===== src/rtl/fg_cfg_writer_if.sv =====
// rtl/fg_cfg_writer_if.sv - request and register-file write signals for fg_cfg_writer
//
// Signals:
//   start_i  : request to load a full configuration (requester -> writer)
//   cfg_i    : 64-bit configuration image, CR0 in [63:56] .. CR7 in [7:0]
//   data_o   : register data presented to the register file
//   addr_o   : register address 0..7
//   wr_en_o  : write enable, resynchronized by the receiving register file
//   busy_o   : high while a sequence is in progress
//   done_o   : one-cycle pulse when a sequence completes
//
// Modports:
//   master : the writer block (fg_cfg_writer)
//   slave  : the requester / register-file side

interface fg_cfg_writer_if;
    logic        start_i;
    logic [63:0] cfg_i;
    logic [7:0]  data_o;
    logic [2:0]  addr_o;
    logic        wr_en_o;
    logic        busy_o;
    logic        done_o;

    modport master (
        input  start_i,
        input  cfg_i,
        output data_o,
        output addr_o,
        output wr_en_o,
        output busy_o,
        output done_o
    );

    modport slave (
        output start_i,
        output cfg_i,
        input  data_o,
        input  addr_o,
        input  wr_en_o,
        input  busy_o,
        input  done_o
    );
endinterface


===== src/rtl/fg_cfg_writer.sv =====
// rtl/fg_cfg_writer.sv - writes an 8-byte configuration image into a resynchronizing register file
//
// Ports:
//   clk_i   : single clock, all flops rising-edge
//   rstn_i  : asynchronous active-low reset
//   bus     : fg_cfg_writer_if.master (start_i, cfg_i in; data_o, addr_o,
//             wr_en_o, busy_o, done_o out)
//
// Parameters:
//   HOLD_CYCLES : cycles wr_en_o is held high per register write
//   GAP_CYCLES  : cycles wr_en_o is low after each strobe, addr/data held
//   SYNC_STAGES : synchronizer depth at the receiver, only used to check
//                 that GAP_CYCLES keeps data stable past the synchronized enable
//
// Optional feature (macro FG_CFG_SKIP_UNCHANGED_EN):
//   Keeps a shadow copy of the bytes last written plus per-byte valid bits and
//   skips any byte whose shadow already matches the image. Skipping costs no
//   cycles: the next byte needing a write is found combinationally.
//
// Every output is a flop so the enable seen by the asynchronous receiver is
// glitch-free; outputs are computed from the next state.

module fg_cfg_writer #(
    parameter int HOLD_CYCLES = 4,
    parameter int GAP_CYCLES  = 4,
    parameter int SYNC_STAGES = 2
) (
    input  logic            clk_i,
    input  logic            rstn_i,
    fg_cfg_writer_if.master bus
);

    // The data must stay stable until the enable has crossed every
    // synchronizer stage at the receiver and been sampled once more.
    generate
        if (HOLD_CYCLES < 1 || GAP_CYCLES < SYNC_STAGES + 1) begin : g_bad_params
            $error("fg_cfg_writer: need HOLD_CYCLES>=1 and GAP_CYCLES>=SYNC_STAGES+1");
        end
    endgenerate

    localparam int MAX_CYCLES = (HOLD_CYCLES > GAP_CYCLES) ? HOLD_CYCLES : GAP_CYCLES;
    localparam int CNT_W      = $clog2(MAX_CYCLES + 1);

    localparam logic [CNT_W-1:0] HOLD_LOAD = CNT_W'(HOLD_CYCLES - 1);
    localparam logic [CNT_W-1:0] GAP_LOAD  = CNT_W'(GAP_CYCLES - 1);

    typedef enum logic [2:0] {
        ST_IDLE,
        ST_SETUP,
        ST_STROBE,
        ST_GAP,
        ST_DONE
    } state_t;

    state_t            state_q, state_d;
    logic [63:0]       image_q, image_d;
    logic [2:0]        idx_q, idx_d;
    logic [CNT_W-1:0]  cnt_q, cnt_d;
    logic [2:0]        addr_q, addr_d;
    logic [7:0]        data_q, data_d;
    logic              wr_en_q, wr_en_d;
    logic              busy_q, busy_d;
    logic              done_q, done_d;

    // Image the next-byte search looks at: the incoming image while idle
    // (it is being latched on this edge), the latched image otherwise.
    logic [63:0]       sel_img;
    logic [7:0]        need;
    logic [3:0]        search_from;
    logic [3:0]        next_pick;
    logic              next_found;
    logic [2:0]        next_idx;

    // CR0 sits in the top byte.
    function automatic logic [7:0] byte_of(input logic [63:0] img, input logic [2:0] i);
        return img[8*(7 - int'(i)) +: 8];
    endfunction

    // Lowest byte index >= from whose need bit is set; 8 means none left.
    function automatic logic [3:0] pick_next(input logic [7:0] nd, input logic [3:0] from);
        logic [3:0] r;
        r = 4'd8;
        for (int i = 7; i >= 0; i--) begin
            if (i >= int'(from) && nd[i]) begin
                r = 4'(i);
            end
        end
        return r;
    endfunction

    assign sel_img     = (state_q == ST_IDLE) ? bus.cfg_i : image_q;
    assign search_from = (state_q == ST_IDLE) ? 4'd0 : ({1'b0, idx_q} + 4'd1);
    assign next_pick   = pick_next(need, search_from);
    assign next_found  = ~next_pick[3];
    assign next_idx    = next_pick[2:0];

`ifdef FG_CFG_SKIP_UNCHANGED_EN
    logic [63:0] shadow_q, shadow_d;
    logic [7:0]  valid_q, valid_d;

    always_comb begin
        need = 8'hFF;
        for (int i = 0; i < 8; i++) begin
            if (valid_q[i] && (shadow_q[8*(7-i) +: 8] == byte_of(sel_img, 3'(i)))) begin
                need[i] = 1'b0;
            end
        end
    end
`else
    assign need = 8'hFF;
`endif

    always_comb begin
        state_d = state_q;
        image_d = image_q;
        idx_d   = idx_q;
        cnt_d   = cnt_q;
        addr_d  = addr_q;
        data_d  = data_q;
`ifdef FG_CFG_SKIP_UNCHANGED_EN
        shadow_d = shadow_q;
        valid_d  = valid_q;
`endif

        unique case (state_q)
            ST_IDLE: begin
                if (bus.start_i) begin
                    image_d = bus.cfg_i;
                    idx_d   = 3'd0;
                    if (next_found) begin
                        state_d = ST_SETUP;
                        idx_d   = next_idx;
                        addr_d  = next_idx;
                        data_d  = byte_of(bus.cfg_i, next_idx);
                    end else begin
                        state_d = ST_DONE;
                    end
                end
            end

            ST_SETUP: begin
                state_d = ST_STROBE;
                cnt_d   = HOLD_LOAD;
            end

            ST_STROBE: begin
                if (cnt_q == '0) begin
                    state_d = ST_GAP;
                    cnt_d   = GAP_LOAD;
                end else begin
                    cnt_d = cnt_q - 1'b1;
                end
            end

            ST_GAP: begin
                if (cnt_q == '0) begin
`ifdef FG_CFG_SKIP_UNCHANGED_EN
                    shadow_d[8*(7 - int'(idx_q)) +: 8] = byte_of(image_q, idx_q);
                    valid_d[idx_q]                     = 1'b1;
`endif
                    if (next_found) begin
                        state_d = ST_SETUP;
                        idx_d   = next_idx;
                        addr_d  = next_idx;
                        data_d  = byte_of(image_q, next_idx);
                    end else begin
                        state_d = ST_DONE;
                    end
                end else begin
                    cnt_d = cnt_q - 1'b1;
                end
            end

            ST_DONE: begin
                state_d = ST_IDLE;
            end

            default: begin
                state_d = ST_IDLE;
            end
        endcase

        wr_en_d = (state_d == ST_STROBE);
        busy_d  = (state_d != ST_IDLE);
        done_d  = (state_d == ST_DONE);
    end

    always_ff @(posedge clk_i or negedge rstn_i) begin
        if (!rstn_i) begin
            state_q <= ST_IDLE;
            image_q <= '0;
            idx_q   <= '0;
            cnt_q   <= '0;
            addr_q  <= '0;
            data_q  <= '0;
            wr_en_q <= 1'b0;
            busy_q  <= 1'b0;
            done_q  <= 1'b0;
        end else begin
            state_q <= state_d;
            image_q <= image_d;
            idx_q   <= idx_d;
            cnt_q   <= cnt_d;
            addr_q  <= addr_d;
            data_q  <= data_d;
            wr_en_q <= wr_en_d;
            busy_q  <= busy_d;
            done_q  <= done_d;
        end
    end

`ifdef FG_CFG_SKIP_UNCHANGED_EN
    always_ff @(posedge clk_i or negedge rstn_i) begin
        if (!rstn_i) begin
            shadow_q <= '0;
            valid_q  <= '0;
        end else begin
            shadow_q <= shadow_d;
            valid_q  <= valid_d;
        end
    end
`endif

    assign bus.data_o  = data_q;
    assign bus.addr_o  = addr_q;
    assign bus.wr_en_o = wr_en_q;
    assign bus.busy_o  = busy_q;
    assign bus.done_o  = done_q;

endmodule


===== src/flat_wrapper.sv =====
// flat-port wrapper written by rule: the top's interface ports become plain ports
module fg_cfg_writer_flat 
#(
    parameter int HOLD_CYCLES = 4,
    parameter int GAP_CYCLES  = 4,
    parameter int SYNC_STAGES = 2
)
  (clk_i, rstn_i, bus_start_i, bus_cfg_i, bus_data_o, bus_addr_o, bus_wr_en_o, bus_busy_o, bus_done_o);
  fg_cfg_writer_if bus_i ();
  input  logic clk_i;
  input  logic rstn_i;
  input wire logic [$bits(bus_i.start_i)-1:0] bus_start_i;
  input wire logic [$bits(bus_i.cfg_i)-1:0] bus_cfg_i;
  output wire logic [$bits(bus_i.data_o)-1:0] bus_data_o;
  output wire logic [$bits(bus_i.addr_o)-1:0] bus_addr_o;
  output wire logic [$bits(bus_i.wr_en_o)-1:0] bus_wr_en_o;
  output wire logic [$bits(bus_i.busy_o)-1:0] bus_busy_o;
  output wire logic [$bits(bus_i.done_o)-1:0] bus_done_o;
  assign bus_i.start_i = bus_start_i;
  assign bus_i.cfg_i = bus_cfg_i;
  assign bus_data_o = bus_i.data_o;
  assign bus_addr_o = bus_i.addr_o;
  assign bus_wr_en_o = bus_i.wr_en_o;
  assign bus_busy_o = bus_i.busy_o;
  assign bus_done_o = bus_i.done_o;
  fg_cfg_writer #(.HOLD_CYCLES(HOLD_CYCLES), .GAP_CYCLES(GAP_CYCLES), .SYNC_STAGES(SYNC_STAGES)) u_core (.clk_i(clk_i), .rstn_i(rstn_i), .bus(bus_i));
endmodule

===== config.mk =====
export PLATFORM = sky130hd
export DESIGN_NAME = fg_cfg_writer_flat
export DESIGN_NICKNAME = d
export VERILOG_FILES = /design/src/rtl/fg_cfg_writer_if.sv /design/src/rtl/fg_cfg_writer.sv /design/src/flat_wrapper.sv
export SDC_FILE = /design/constraint.sdc
export NUM_CORES = 1
export LEC_CHECK = 0
export ABC_AREA = 1
export CORE_MARGIN = 1.5
export CORE_UTILIZATION = 45
export CTS_CLUSTER_DIAMETER = 150
export DETAILED_ROUTE_END_ITERATION = 12
export PLACE_DENSITY_LB_ADDON = 0.05
export RECOVER_POWER = 100
export SETUP_SLACK_MARGIN = 0.3
export SLEW_MARGIN = 20
export SYNTH_ARGS = -nofsm -noshare
export SYNTH_HDL_FRONTEND = slang
export SYNTH_SLANG_ARGS = --single-unit

===== constraint.sdc =====
create_clock -name clk_i -period 2 [get_ports clk_i]
set_input_delay 0.2 -clock clk_i [delete_from_list [all_inputs] [get_ports clk_i]]
set_output_delay 0.2 -clock clk_i [all_outputs]
set_load 0.005 [all_outputs]

==> impl_metrics.prom, run 1 <==
# TYPE chip_impl_metric gauge
chip_impl_info{name="status",value="completed"} 1
chip_impl_metric{name="synth.lib_cells_used.distinct",unit=""} 29
chip_impl_info{name="cts_tree",value="yes"} 1
chip_impl_metric{name="fp.dieW",unit="um"} 105.6
chip_impl_metric{name="placementRows",unit=""} 37
chip_impl_metric{name="cts_inserted_buffers",unit=""} 9
chip_impl_metric{name="finalNonFillerCells",unit=""} 877
chip_impl_metric{name="max_fclk",unit="GHz"} 0.5628
chip_impl_metric{name="final-setup-viol-count",unit=""} 0
chip_impl_metric{name="synth_nets",unit=""} 725
chip_impl_metric{name="detailedRoute.firstPassIterationCount",unit=""} 4
chip_impl_metric{name="totalNegativeSetupSlack",unit="ns"} 0
chip_impl_metric{name="synth.cell_area",unit="um^2"} 4733
chip_impl_metric{name="cts_htree_levels",unit=""} 3
chip_impl_info{name="worstHoldPathType",value="in2reg"} 1
chip_impl_metric{name="ctsLongestPathBuffers",unit=""} 2
chip_impl_metric{name="layout-drive-gt1-share",unit="%"} 9.852
chip_impl_info{name="layout.cells.most_common",value="sky130_fd_sc_hd__nand2_1"} 1
chip_impl_metric{name="worst_r2r_path_depth",unit=""} 8
chip_impl_metric{name="placement.io_buffers",unit=""} 80
chip_impl_metric{name="synthesis.area_per_instance",unit="um^2"} 7.226
chip_impl_metric{name="hold_path_depth",unit=""} 3
chip_impl_metric{name="cp_data_arrival_time",unit="ns"} 2.09
chip_impl_metric{name="antenna_violations_before_repair",unit=""} 0
chip_impl_metric{name="detailedPlacementHpwl",unit="um"} 9556
chip_impl_metric{name="ys_seq_area_share",unit="%"} 46.00
chip_impl_metric{name="clkLatencyLatePin",unit="ns"} 0.37
chip_impl_metric{name="via_count_of_the_routed_design",unit=""} 4777
chip_impl_metric{name="finalHoldViolCount",unit=""} 0
chip_impl_info{name="grt_most_used_layer",value="met2"} 1
chip_impl_metric{name="flip_flop_and_latch_count_after_synthesis",unit=""} 87
chip_impl_metric{name="design.die.area",unit="um^2"} 11140
chip_impl_metric{name="grt_first_pass_wirelength",unit="um"} 22690
chip_impl_metric{name="detail_route.wl_per_cell",unit="um"} 16.83
chip_impl_metric{name="signed_area_change_from_the_synthesized_netlist_to_the_final_layout",unit="%"} 29.90
chip_impl_metric{name="fp.coreArea",unit="um^2"} 10280
chip_impl_metric{name="vdd_drop_max",unit="mV"} 0.3174
chip_impl_metric{name="die_height",unit="um"} 105.6
chip_impl_info{name="clockRootBuffer",value="sky130_fd_sc_hd__clkbuf_8"} 1
chip_impl_metric{name="postLayoutCoreUtil",unit="%"} 59.82
chip_impl_metric{name="via_count_of_the_first_global_routing_pass",unit=""} 4416
chip_impl_metric{name="critical_path_required",unit="ns"} 2.31
chip_impl_metric{name="gr-usage-met1",unit="%"} 36.70
chip_impl_metric{name="timing.critical_path.fanout_max",unit=""} 25
chip_impl_info{name="critical_path_class",value="reg2reg"} 1
chip_impl_metric{name="drc",unit=""} 0
chip_impl_metric{name="final.min_clock_period",unit="ns"} 1.777
chip_impl_metric{name="grtUsageMet3",unit="%"} 4.205
chip_impl_metric{name="pins_over_slew_limit",unit=""} 0
chip_impl_metric{name="skew",unit="ns"} 0.01267
chip_impl_metric{name="grtUsageTotal",unit="%"} 26.25
chip_impl_info{name="critical_path.startpoint_type",value="flip-flop"} 1
chip_impl_metric{name="nets",unit=""} 806
chip_impl_metric{name="clkSinkCount",unit=""} 87
chip_impl_metric{name="final.period_utilization",unit="%"} 88.85
chip_impl_metric{name="routed_wirelength",unit="um"} 14760
chip_impl_metric{name="max_cap_viol_count",unit=""} 0
chip_impl_metric{name="floorplan.initialDensity",unit="%"} 46.06
chip_impl_info{name="mostFrequentLayoutCells",value="305 x sky130_fd_sc_hd__nand2_1, 144 x sky130_fd_sc_hd__nand3_1, 85 x sky130_fd_sc_hd__dfrtp_1"} 1
chip_impl_metric{name="static-leakage-power",unit="uW"} 0.003179
chip_impl_info{name="rsz0062_at_grt",value="yes"} 1
chip_impl_info{name="worstSetupEndpointType",value="flip-flop"} 1
chip_impl_metric{name="grt_overflow_total",unit=""} 0
chip_impl_metric{name="max_slew.worst_pin.slew",unit="ns"} 1.086
chip_impl_metric{name="post_synth_inst_count",unit=""} 655
chip_impl_metric{name="path_clk_slew",unit="ns"} 0.09
chip_impl_metric{name="power-per-cell-area",unit="nW/um^2"} 530.9
chip_impl_metric{name="detailedRoute.firstIterationViolations",unit=""} 380
chip_impl_metric{name="place_congestion",unit=""} 0.8936
chip_impl_metric{name="drtAntennaViolNets",unit=""} 0
chip_impl_metric{name="slew_headroom",unit="%"} 27.62
chip_impl_metric{name="place_inst",unit=""} 846
chip_impl_metric{name="multi_input_comb_area",unit="um^2"} 2337
chip_impl_metric{name="antenna_cells",unit=""} 0
chip_impl_metric{name="synth.yosys.warnings",unit=""} 0
chip_impl_metric{name="final.fill_count",unit=""} 943
chip_impl_metric{name="ioPinCount",unit=""} 81
chip_impl_metric{name="drt-vias-per-instance",unit=""} 5.447
chip_impl_metric{name="fin_hold_ws",unit="ns"} 0.3899
chip_impl_metric{name="grt_use_met2",unit="%"} 40.76
chip_impl_metric{name="grt_max_degree",unit=""} 50
chip_impl_metric{name="sequential_cell_area",unit="um^2"} 2180
per-stage QoR:
step / area, um^2 / setup slack, ns / total power, uW
after floorplan: 4733 / 0.4970 / 1850
after global placement: 5665 / 0.1987 / 2058
after detailed placement: 5665 / 0.2111 / 2058
after CTS: 5918 / 0.3083 / 3286
after global routing: 6148 / 0.08892 / 3375
final: 6148 / 0.2231 / 3264
per-layer routing:
layer  up-vias  wire length (um)
li1       2305                 -
met4         0               272
met5         -                 0
met2       191              6959
met1      2261              6537
met3        20               988
kinds of logic after synthesis:
group	synth area share (%)
and+or+nand+nor	45.31
DFF	46.00
buffers and inverters	6.186
AOI/OAI and AO/OA	1.533
adders and majority gates	0.7931
xor gates and xnor gates	0.1851
final timing paths:
path | startpoint | end | slack [ns]
max | u_core.state_q[1] | u_core.image_q[31] | 0.22
max reg2reg | u_core.state_q[1] | u_core.image_q[31] | 0.22
min | bus_cfg_i[40] | u_core.image_q[40] | 0.39
max in group asynchronous | rstn_i | u_core.image_q[24] | 0.57
min reg2reg | u_core.bus.addr_o[0] | u_core.bus.addr_o[0] | 0.48
min in group asynchronous | rstn_i | u_core.image_q[54] | 0.56
registers in the layout (all words and copies together) (netlist names):
signal	count
u_core.bus.done_o	1
u_core.bus.wr_en_o	1
u_core.bus.busy_o	1
u_core.state_q	3
u_core.image_q	64
u_core.cnt_q	3
u_core.idx_q	3
u_core.bus.addr_o	3
u_core.bus.data_o	8
repair_timing:
| item | 4_1_cts | 5_1_grt |
|---|---|---|
| buffers inserted | 0 | 11 |
| hold buffers | 1 | 0 |
| endpoints found under the hold margin | 37 | 0 |
| endpoints found under the setup margin | 53 | 17 |
| resized for setup | 14 | 22 |
| gates cloned | 0 | 3 |
| pin swaps | 0 | 5 |
synth_stat cells:
cell | number | area [um^2]
sky130_fd_sc_hd__dfrtp_1 | 87 | 2177
sky130_fd_sc_hd__o21bai_2 | 1 | 11.26
sky130_fd_sc_hd__a21oi_2 | 1 | 8.760
sky130_fd_sc_hd__nand3_2 | 1 | 10.01
sky130_fd_sc_hd__nand2_1 | 306 | 1149
sky130_fd_sc_hd__inv_1 | 6 | 22.52
sky130_fd_sc_hd__nor3_1 | 1 | 5.000
sky130_fd_sc_hd__a22oi_1 | 1 | 7.510
sky130_fd_sc_hd__nand3_4 | 2 | 35.03
sky130_fd_sc_hd__clkinv_1 | 1 | 3.750
sky130_fd_sc_hd__nand3b_1 | 1 | 7.510
sky130_fd_sc_hd__nand4_1 | 24 | 150.1
sky130_fd_sc_hd__inv_2 | 10 | 37.54
sky130_fd_sc_hd__clkbuf_1 | 10 | 37.54
sky130_fd_sc_hd__buf_4 | 4 | 30.03
sky130_fd_sc_hd__nor2_4 | 1 | 11.26
sky130_fd_sc_hd__nor2_1 | 6 | 22.52
sky130_fd_sc_hd__nor2_2 | 1 | 6.260
sky130_fd_sc_hd__ha_1 | 3 | 37.54
sky130_fd_sc_hd__nor3_2 | 1 | 10.01
sky130_fd_sc_hd__buf_1 | 1 | 3.750
sky130_fd_sc_hd__buf_6 | 2 | 22.52
sky130_fd_sc_hd__o21ai_1 | 1 | 5.000
sky130_fd_sc_hd__nand3_1 | 145 | 725.7
sky130_fd_sc_hd__nand2_2 | 2 | 12.51
sky130_fd_sc_hd__o21ai_0 | 3 | 15.01
sky130_fd_sc_hd__xor2_1 | 1 | 8.760
sky130_fd_sc_hd__buf_2 | 27 | 135.1
sky130_fd_sc_hd__a21oi_1 | 5 | 25.02
where the power goes:
part | leakage (uW) | switching [uW] | total, uW | internal (uW)
combinational | 0.00189 | 116 | 267 | 150
clock | 0.000105 | 658 | 1240 | 583
sequential | 0.00118 | 0 | 1760 | 1760
total | 0.00318 | 774 | 3260 | 2490
worst max-delay path, stage by stage (launching register included):
cell	delay (ns)
sky130_fd_sc_hd__dfrtp_2	0.49
sky130_fd_sc_hd__nor2_4	0.17
sky130_fd_sc_hd__nand2_4	0.13
sky130_fd_sc_hd__inv_2	0.08
sky130_fd_sc_hd__nand2_4	0.10
sky130_fd_sc_hd__inv_2	0.08
sky130_fd_sc_hd__clkbuf_2	0.45
sky130_fd_sc_hd__nand2_1	0.11
sky130_fd_sc_hd__nand2_1	0.08
area by class of cell:
type                       instances  share of cell area, %
timing repair buffer             114                  19.41
clock inverter                     3                 0.2442
clock buffer                      13                  2.910
inverter                          17                  1.201
multi-input combinational        507                  38.01
tap                              136                  2.768
sequential                        87                  35.45
(Power assumes the default switching activity.)
==> run 2, diff against run 1 <==
- CORE_MARGIN: 1.5 -> 5
- HOLD_SLACK_MARGIN: default -> 0.05
==> run 2 against run 1 <==
  * Final cell count increased by 1.0%
  * Register-to-register slack improved by 0.05 ns
  * Hold slack improved by 0.0071 ns
  * Combinational power increased by 1%
  * Clock skew about the same
  * Setup slack improved by 0.048 ns
  * Maximum frequency increased by 2.8%
  * Count of clock-buffer cells in the layout decreased by 3
  * Non-clock buffer count increased by 7
  * Power increased by 4.8%
  * Critical path depth increased by 1
  * Critical path type unchanged
  * Largest cell class unchanged
==> impl_metrics.prom, run 2 (synthesized netlist as in run 1, its figures left out) <==
# TYPE chip_impl_metric gauge
chip_impl_info{name="status",value="completed"} 1
chip_impl_metric{name="path_clk_slew",unit="ns"} 0.09
chip_impl_metric{name="cts_inserted_buffers",unit=""} 9
chip_impl_metric{name="signed_area_change_from_the_synthesized_netlist_to_the_final_layout",unit="%"} 31.30
chip_impl_info{name="mostFrequentLayoutCells",value="305 x sky130_fd_sc_hd__nand2_1, 141 x sky130_fd_sc_hd__nand3_1, 85 x sky130_fd_sc_hd__dfrtp_1"} 1
chip_impl_metric{name="floorplan.initialDensity",unit="%"} 46.06
chip_impl_metric{name="slew_headroom",unit="%"} 44.49
chip_impl_metric{name="drt-vias-per-instance",unit=""} 5.430
chip_impl_info{name="crit_path_cell_trace",value="buf_12, buf_4, nand3_1, nand2_1, nand3_1, nand3_1, nand3_1, nand3_1, nand2_1"} 1
chip_impl_metric{name="place_congestion",unit=""} 0.8599
chip_impl_metric{name="placementRows",unit=""} 37
chip_impl_metric{name="detailedRoute.firstPassIterationCount",unit=""} 5
chip_impl_info{name="rsz0062_at_grt",value="yes"} 1
chip_impl_metric{name="finalHoldViolCount",unit=""} 0
chip_impl_metric{name="hold_path_depth",unit=""} 3
chip_impl_metric{name="regToRegSetupSlack",unit="ns"} 0.27
chip_impl_metric{name="grt_max_degree",unit=""} 65
chip_impl_metric{name="static-leakage-power",unit="uW"} 0.003207
chip_impl_metric{name="totalNegativeSetupSlack",unit="ns"} 0
chip_impl_metric{name="final.fill_count",unit=""} 975
chip_impl_metric{name="worst_r2r_path_depth",unit=""} 9
chip_impl_metric{name="drtAntennaViolNets",unit=""} 0
chip_impl_metric{name="clkSinkCount",unit=""} 87
chip_impl_metric{name="max_slew.worst_pin.slew",unit="ns"} 0.8326
chip_impl_metric{name="cts_htree_levels",unit=""} 3
chip_impl_metric{name="clkLatencyLatePin",unit="ns"} 0.36
chip_impl_metric{name="final.min_clock_period",unit="ns"} 1.729
chip_impl_metric{name="timing.critical_path.slowest_cell_delay",unit="ns"} 0.44
chip_impl_metric{name="drc",unit=""} 0
chip_impl_info{name="worstHoldPathType",value="in2reg"} 1
chip_impl_metric{name="power-per-cell-area",unit="nW/um^2"} 550.3
chip_impl_metric{name="pins_over_slew_limit",unit=""} 0
chip_impl_metric{name="grtUsageTotal",unit="%"} 23.23
chip_impl_metric{name="via_count_of_the_first_global_routing_pass",unit=""} 4703
chip_impl_metric{name="placement.io_buffers",unit=""} 80
chip_impl_metric{name="detail_route.wl_per_cell",unit="um"} 16.76
chip_impl_metric{name="detailedRoute.firstIterationViolations",unit=""} 479
chip_impl_info{name="hold-path-endpoint",value="u_core.image_q[14]"} 1
chip_impl_metric{name="die_height",unit="um"} 112.6
chip_impl_metric{name="grt_first_pass_wirelength",unit="um"} 23730
chip_impl_info{name="min-delay-start",value="bus_cfg_i[14]"} 1
chip_impl_metric{name="fp.dieW",unit="um"} 112.6
chip_impl_info{name="top_register",value="u_core.image_q"} 1
chip_impl_metric{name="nets",unit=""} 815
chip_impl_metric{name="fin_hold_ws",unit="ns"} 0.3970
chip_impl_metric{name="detailedPlacementHpwl",unit="um"} 9782
chip_impl_metric{name="ctsLongestPathBuffers",unit=""} 2
chip_impl_metric{name="ioPinCount",unit=""} 81
chip_impl_metric{name="cp_data_arrival_time",unit="ns"} 2.04
chip_impl_metric{name="antenna_violations_before_repair",unit=""} 0
chip_impl_metric{name="routed_wirelength",unit="um"} 14850
chip_impl_metric{name="max_fclk",unit="GHz"} 0.5785
chip_impl_info{name="crit_path_top_delay_cell",value="sky130_fd_sc_hd__dfrtp_2"} 1
chip_impl_info{name="worstSetupEndpointType",value="flip-flop"} 1
chip_impl_metric{name="critical_path_required",unit="ns"} 2.31
chip_impl_metric{name="largest_register_ffs",unit=""} 64
chip_impl_metric{name="design.die.area",unit="um^2"} 12670
chip_impl_info{name="critPathMostFrequentCell",value="sky130_fd_sc_hd__nand3_1"} 1
chip_impl_metric{name="final.period_utilization",unit="%"} 86.43
chip_impl_info{name="layout.cells.most_common",value="sky130_fd_sc_hd__nand2_1"} 1
chip_impl_info{name="clockRootBuffer",value="sky130_fd_sc_hd__clkbuf_8"} 1
chip_impl_metric{name="grt_overflow_total",unit=""} 0
chip_impl_metric{name="skew",unit="ns"} 0.01307
chip_impl_metric{name="vdd_drop_max",unit="mV"} 0.3175
chip_impl_metric{name="layout-drive-gt1-share",unit="%"} 11.60
chip_impl_info{name="reg2reg_to",value="u_core.bus.data_o[4]"} 1
chip_impl_info{name="critical_path.startpoint_type",value="flip-flop"} 1
chip_impl_metric{name="fp.coreArea",unit="um^2"} 10280
chip_impl_metric{name="final-setup-viol-count",unit=""} 0
chip_impl_metric{name="antenna_cells",unit=""} 0
chip_impl_info{name="rr_startpoint",value="u_core.state_q[0]"} 1
chip_impl_metric{name="timing.critical_path.fanout_max",unit=""} 11
chip_impl_info{name="critical_path_class",value="reg2reg"} 1
chip_impl_info{name="cts_tree",value="yes"} 1
chip_impl_metric{name="via_count_of_the_routed_design",unit=""} 4811
chip_impl_metric{name="max_cap_viol_count",unit=""} 0
[run 2: cell count changes in the layout (fill, tap and decap cells not counted), moves of 2 or more]
cell,previous run,this run
sky130_fd_sc_hd__buf_4,15,22
sky130_fd_sc_hd__nand3_1,144,141
sky130_fd_sc_hd__buf_6,6,10
sky130_fd_sc_hd__nand3_2,1,5
sky130_fd_sc_hd__buf_12,6,4
sky130_fd_sc_hd__clkbuf_8,13,10
sky130_fd_sc_hd__bufinv_16,0,2
sky130_fd_sc_hd__clkbuf_1,2,0
sky130_fd_sc_hd__clkbuf_16,3,1
[run 2: cell type report]
cell class	instances	area, um^2	share of cell area, %
multi-input combinational	509	2349	37.79
sequential	87	2180	35.07
timing repair buffer	121	1216	19.57
tap	136	170.2	2.738
clock buffer	10	137.6	2.215
clock inverter	6	83.83	1.349
inverter	17	78.83	1.268
[run 2: metrics by stage]
step                instances  worst slack, ns  cell area (um^2)  total power [uW]  util [%]
finish                    886           0.2713              6215              3420     60.47
global route              886           0.1482              6215              3534     60.47
CTS                       875           0.3008              6006              3445     58.44
detailed placement        852           0.1255              5698              2061     55.44
global placement          852           0.1670              5698              2063     55.44
floorplan                 655           0.4970              4733              1850         -
[run 2: worst max-delay path by stage]
stage | start | endpoint | slack [ns] | cells after the start
finish | u_core.state_q[0] | u_core.bus.data_o[4] | 0.27 | 9
global route | u_core.state_q[0] | u_core.bus.data_o[1] | 0.15 | 9
CTS | u_core.state_q[1] | u_core.bus.data_o[0] | 0.30 | 9
detailed placement | u_core.state_q[1] | u_core.bus.data_o[0] | 0.13 | 10
global placement | u_core.state_q[1] | u_core.bus.data_o[0] | 0.17 | 10
floorplan | u_core.cnt_q[0] | u_core.idx_q[2] | 0.50 | 10
[run 2: what timing repair did]
| item | in CTS | in global routing |
|---|---|---|
| hold endpoints to repair | 28 | 0 |
| cloned | 1 | 2 |
| hold buffers | 1 | 0 |
| setup endpoints to repair | 14 | 17 |
| resized for setup | 10 | 31 |
| pin swaps | 1 | 6 |
| buffers inserted | 5 | 9 |
[run 2: metal layers]
layer	GRT usage, %	up-vias	share of wire, %
met2	37.01	186	48
met5	0	-	0
met4	8.253	0	2.8
met1	30.44	2269	43
li1	-	2321	-
met3	6.307	35	6.3
[run 2: where the power goes]
group	total (uW)	leakage, uW	switching (uW)	internal (uW)
Clock	1390	0.000116	657	734
Combinational	271	0.00191	120	151
Sequential	1760	0.00118	0	1760
[run 2: critical path, delay by kind of cell (launching register included)]
family	cells	cell delay, ns
DFF	1	0.44
and+or+nand+nor	7	0.94
buffers and inverters	2	0.29
==> run 3, diff against run 2 <==
- CORE_UTILIZATION: 45 -> 25
- SKIP_CTS_REPAIR_TIMING: default -> 1
==> run 3 against run 2 <==
  * Setup slack better by 0.031 ns
  * Combinational power rose by 5%
  * Clock power up 45%
  * Critical path depth did not move
  * Die area grew 72%
  * Routed wire length is 20% higher
  * Global-route usage decreased by 6.9 points
  * First-iteration DRC count is 13% lower
  * Power rose by 19%
  * Sequential power about the same
  * Final cell count rose by 9.8%
  * Highest routed layer unchanged
==> impl_metrics.prom, run 3 (synthesized netlist as in run 1, its figures left out) <==
# TYPE chip_impl_metric gauge
chip_impl_info{name="status",value="completed"} 1
chip_impl_metric{name="power-per-cell-area",unit="nW/um^2"} 638.4
chip_impl_metric{name="postLayoutCoreUtil",unit="%"} 34.16
chip_impl_metric{name="detailedRoute.firstPassIterationCount",unit=""} 4
chip_impl_metric{name="switchingPower",unit="uW"} 903.9
chip_impl_metric{name="grt_max_degree",unit=""} 50
chip_impl_metric{name="cell_internal_pwr",unit="uW"} 3162
chip_impl_metric{name="ctsLongestPathBuffers",unit=""} 2
chip_impl_metric{name="power.share.switching",unit="%"} 22.23
chip_impl_metric{name="worst_r2r_path_depth",unit=""} 9
chip_impl_metric{name="stdcell_area",unit="um^2"} 6369
chip_impl_info{name="worstHoldPathType",value="in2reg"} 1
chip_impl_metric{name="finalNonFillerCells",unit=""} 973
chip_impl_metric{name="layout-drive-gt1-share",unit="%"} 9.337
chip_impl_info{name="worst_path_dominant_cell_family",value="simple AND/OR/NAND/NOR gates"} 1
chip_impl_metric{name="grt_overflow_total",unit=""} 0
chip_impl_metric{name="cts_inserted_buffers",unit=""} 9
chip_impl_metric{name="drc",unit=""} 0
chip_impl_metric{name="final.min_clock_period",unit="ns"} 1.698
chip_impl_metric{name="fp.coreArea",unit="um^2"} 18640
chip_impl_metric{name="nets",unit=""} 804
chip_impl_metric{name="via_count_of_the_routed_design",unit=""} 4705
chip_impl_info{name="hold-path-endpoint",value="u_core.image_q[21]"} 1
chip_impl_info{name="mostFrequentLayoutCells",value="305 x sky130_fd_sc_hd__nand2_1, 141 x sky130_fd_sc_hd__nand3_1, 87 x sky130_fd_sc_hd__dfrtp_1"} 1
chip_impl_metric{name="place_inst",unit=""} 946
chip_impl_metric{name="pwr-share-clk",unit="%"} 49.7
chip_impl_metric{name="ioPinCount",unit=""} 81
chip_impl_metric{name="fp.dieW",unit="um"} 147.6
chip_impl_metric{name="slew_headroom",unit="%"} 33.20
chip_impl_metric{name="routed_wirelength",unit="um"} 17790
chip_impl_metric{name="cts_htree_levels",unit=""} 3
chip_impl_metric{name="comb_power_share",unit="%"} 7.0
chip_impl_info{name="min-delay-start",value="bus_cfg_i[21]"} 1
chip_impl_metric{name="clkLatencyLatePin",unit="ns"} 0.35
chip_impl_metric{name="fin_hold_ws",unit="ns"} 0.4180
chip_impl_metric{name="max_cap_viol_count",unit=""} 0
chip_impl_metric{name="regToRegSetupSlack",unit="ns"} 0.30
chip_impl_metric{name="clkSinkCount",unit=""} 87
chip_impl_metric{name="placementRows",unit=""} 50
chip_impl_metric{name="drtAntennaViolNets",unit=""} 0
chip_impl_metric{name="max_slew.worst_pin.slew",unit="ns"} 1.002
chip_impl_metric{name="timing.critical_path.slowest_cell_delay",unit="ns"} 0.45
chip_impl_metric{name="grt_first_pass_wirelength",unit="um"} 28040
chip_impl_info{name="layout.cells.most_common",value="sky130_fd_sc_hd__nand2_1"} 1
chip_impl_info{name="critical_path.startpoint_type",value="flip-flop"} 1
chip_impl_metric{name="largest_register_ffs",unit=""} 64
chip_impl_info{name="crit_path_top_delay_cell",value="sky130_fd_sc_hd__dfrtp_1"} 1
chip_impl_info{name="cts_tree",value="yes"} 1
chip_impl_metric{name="antenna_cells",unit=""} 0
chip_impl_metric{name="final-setup-viol-count",unit=""} 0
chip_impl_metric{name="totalNegativeSetupSlack",unit="ns"} 0
chip_impl_metric{name="worst-path-buf-inv",unit=""} 2
chip_impl_metric{name="placement.io_buffers",unit=""} 80
chip_impl_metric{name="signed_area_change_from_the_synthesized_netlist_to_the_final_layout",unit="%"} 34.55
chip_impl_metric{name="critical_path_required",unit="ns"} 2.25
chip_impl_metric{name="finalHoldViolCount",unit=""} 0
chip_impl_metric{name="vdd_drop_max",unit="mV"} 0.4022
chip_impl_metric{name="pins_over_slew_limit",unit=""} 0
chip_impl_metric{name="power_frac_seq",unit="%"} 43.3
chip_impl_metric{name="die_height",unit="um"} 147.6
chip_impl_metric{name="detail_route.wl_per_cell",unit="um"} 18.28
chip_impl_metric{name="final.fill_count",unit=""} 1962
chip_impl_metric{name="max_fclk",unit="GHz"} 0.5889
chip_impl_metric{name="grtUsageTotal",unit="%"} 16.35
chip_impl_metric{name="antenna_violations_before_repair",unit=""} 0
chip_impl_metric{name="place_congestion",unit=""} 0.7438
chip_impl_metric{name="placedInstanceArea",unit="um^2"} 5791
chip_impl_metric{name="skew",unit="ns"} 0.006406
chip_impl_metric{name="drt-vias-per-instance",unit=""} 4.836
chip_impl_info{name="worstSetupEndpointType",value="flip-flop"} 1
chip_impl_info{name="rr_startpoint",value="u_core.state_q[2]"} 1
chip_impl_info{name="critPathMostFrequentCell",value="sky130_fd_sc_hd__nand3_1"} 1
chip_impl_info{name="clockRootBuffer",value="sky130_fd_sc_hd__clkbuf_16"} 1
chip_impl_metric{name="floorplan.initialDensity",unit="%"} 25.39
chip_impl_metric{name="static-leakage-power",unit="uW"} 0.003243
chip_impl_metric{name="via_count_of_the_first_global_routing_pass",unit=""} 4791
chip_impl_info{name="worst_setup_path_startpoint",value="u_core.state_q[2]"} 1
chip_impl_metric{name="path_clk_slew",unit="ns"} 0.07
chip_impl_info{name="top_register",value="u_core.image_q"} 1
chip_impl_metric{name="detailedRoute.firstIterationViolations",unit=""} 418
chip_impl_metric{name="timing.critical_path.fanout_max",unit=""} 17
chip_impl_info{name="rsz0062_at_grt",value="yes"} 1
chip_impl_metric{name="detailedPlacementHpwl",unit="um"} 11700
chip_impl_metric{name="hold_path_depth",unit=""} 3
chip_impl_info{name="critical_path_class",value="reg2reg"} 1
chip_impl_metric{name="design.die.area",unit="um^2"} 21780
chip_impl_metric{name="final.period_utilization",unit="%"} 84.91
chip_impl_info{name="crit_path_cell_trace",value="inv_1, nand3_4, clkbuf_16, nand2_1, nand3_1, nand3_1, nand3_1, nand3_1, nand2_1"} 1
chip_impl_metric{name="cp_data_arrival_time",unit="ns"} 1.95
chip_impl_info{name="reg2reg_to",value="u_core.bus.data_o[6]"} 1
run 3: worst max path at each step:
stage,end,slack [ns],cells after the start
final,u_core.bus.data_o[6],0.30,9
after floorplan,u_core.idx_q[2],0.50,10
after detailed placement,u_core.bus.data_o[4],0.12,10
after CTS,u_core.bus.data_o[4],0.10,10
after global routing,u_core.idx_q[0],0.16,8
after global placement,u_core.bus.data_o[4],0.12,10
run 3: metrics by stage:
step | total power (uW) | worst slack, ns
floorplan | 1850 | 0.4970
detailed placement | 2080 | 0.1223
global route | 4212 | 0.1625
CTS | 4120 | 0.1049
global placement | 2085 | 0.1203
finish | 4066 | 0.3019
run 3: cell type report:
cell class / count / area [um^2] / area share [%]
Timing Repair Buffer: 111 / 1171 / 18.39
Inverter: 17 / 72.57 / 1.139
Tap cell: 234 / 292.8 / 4.597
Sequential cell: 87 / 2177 / 34.18
Clock inverter: 6 / 107.6 / 1.690
Timing Repair inverter: 1 / 5.005 / 0.07859
Clock buffer: 10 / 239.0 / 3.752
Multi-Input combinational cell: 507 / 2303 / 36.17
run 3: tightest hold or removal path, cell delays in order:
cell and delay, ns:
sky130_fd_sc_hd__clkdlybuf4s50_1 0.42, sky130_fd_sc_hd__nand2_1 0.07, sky130_fd_sc_hd__nand2_1 0.05
run 3: metal layers:
metal | track usage, % | wire [um] | vias to the layer above
li1 | - | - | 2299
met1 | 23.47 | 8524 | 2267
met2 | 24.96 | 8151 | 123
met3 | 2.728 | 839 | 16
met4 | 5.499 | 276 | 0
met5 | 0 | 0 | -
run 3: power by group through the flow:
stage | Sequential (uW) | Clock [uW] | Combinational [uW]
2_1_floorplan | 1790 | 0 | 56.8
3_3_place_gp | 1790 | 0 | 293
3_5_place_dp | 1790 | 0 | 288
4_1_cts | 1760 | 2070 | 289
5_1_grt | 1760 | 2140 | 318
6_report | 1760 | 2020 | 285
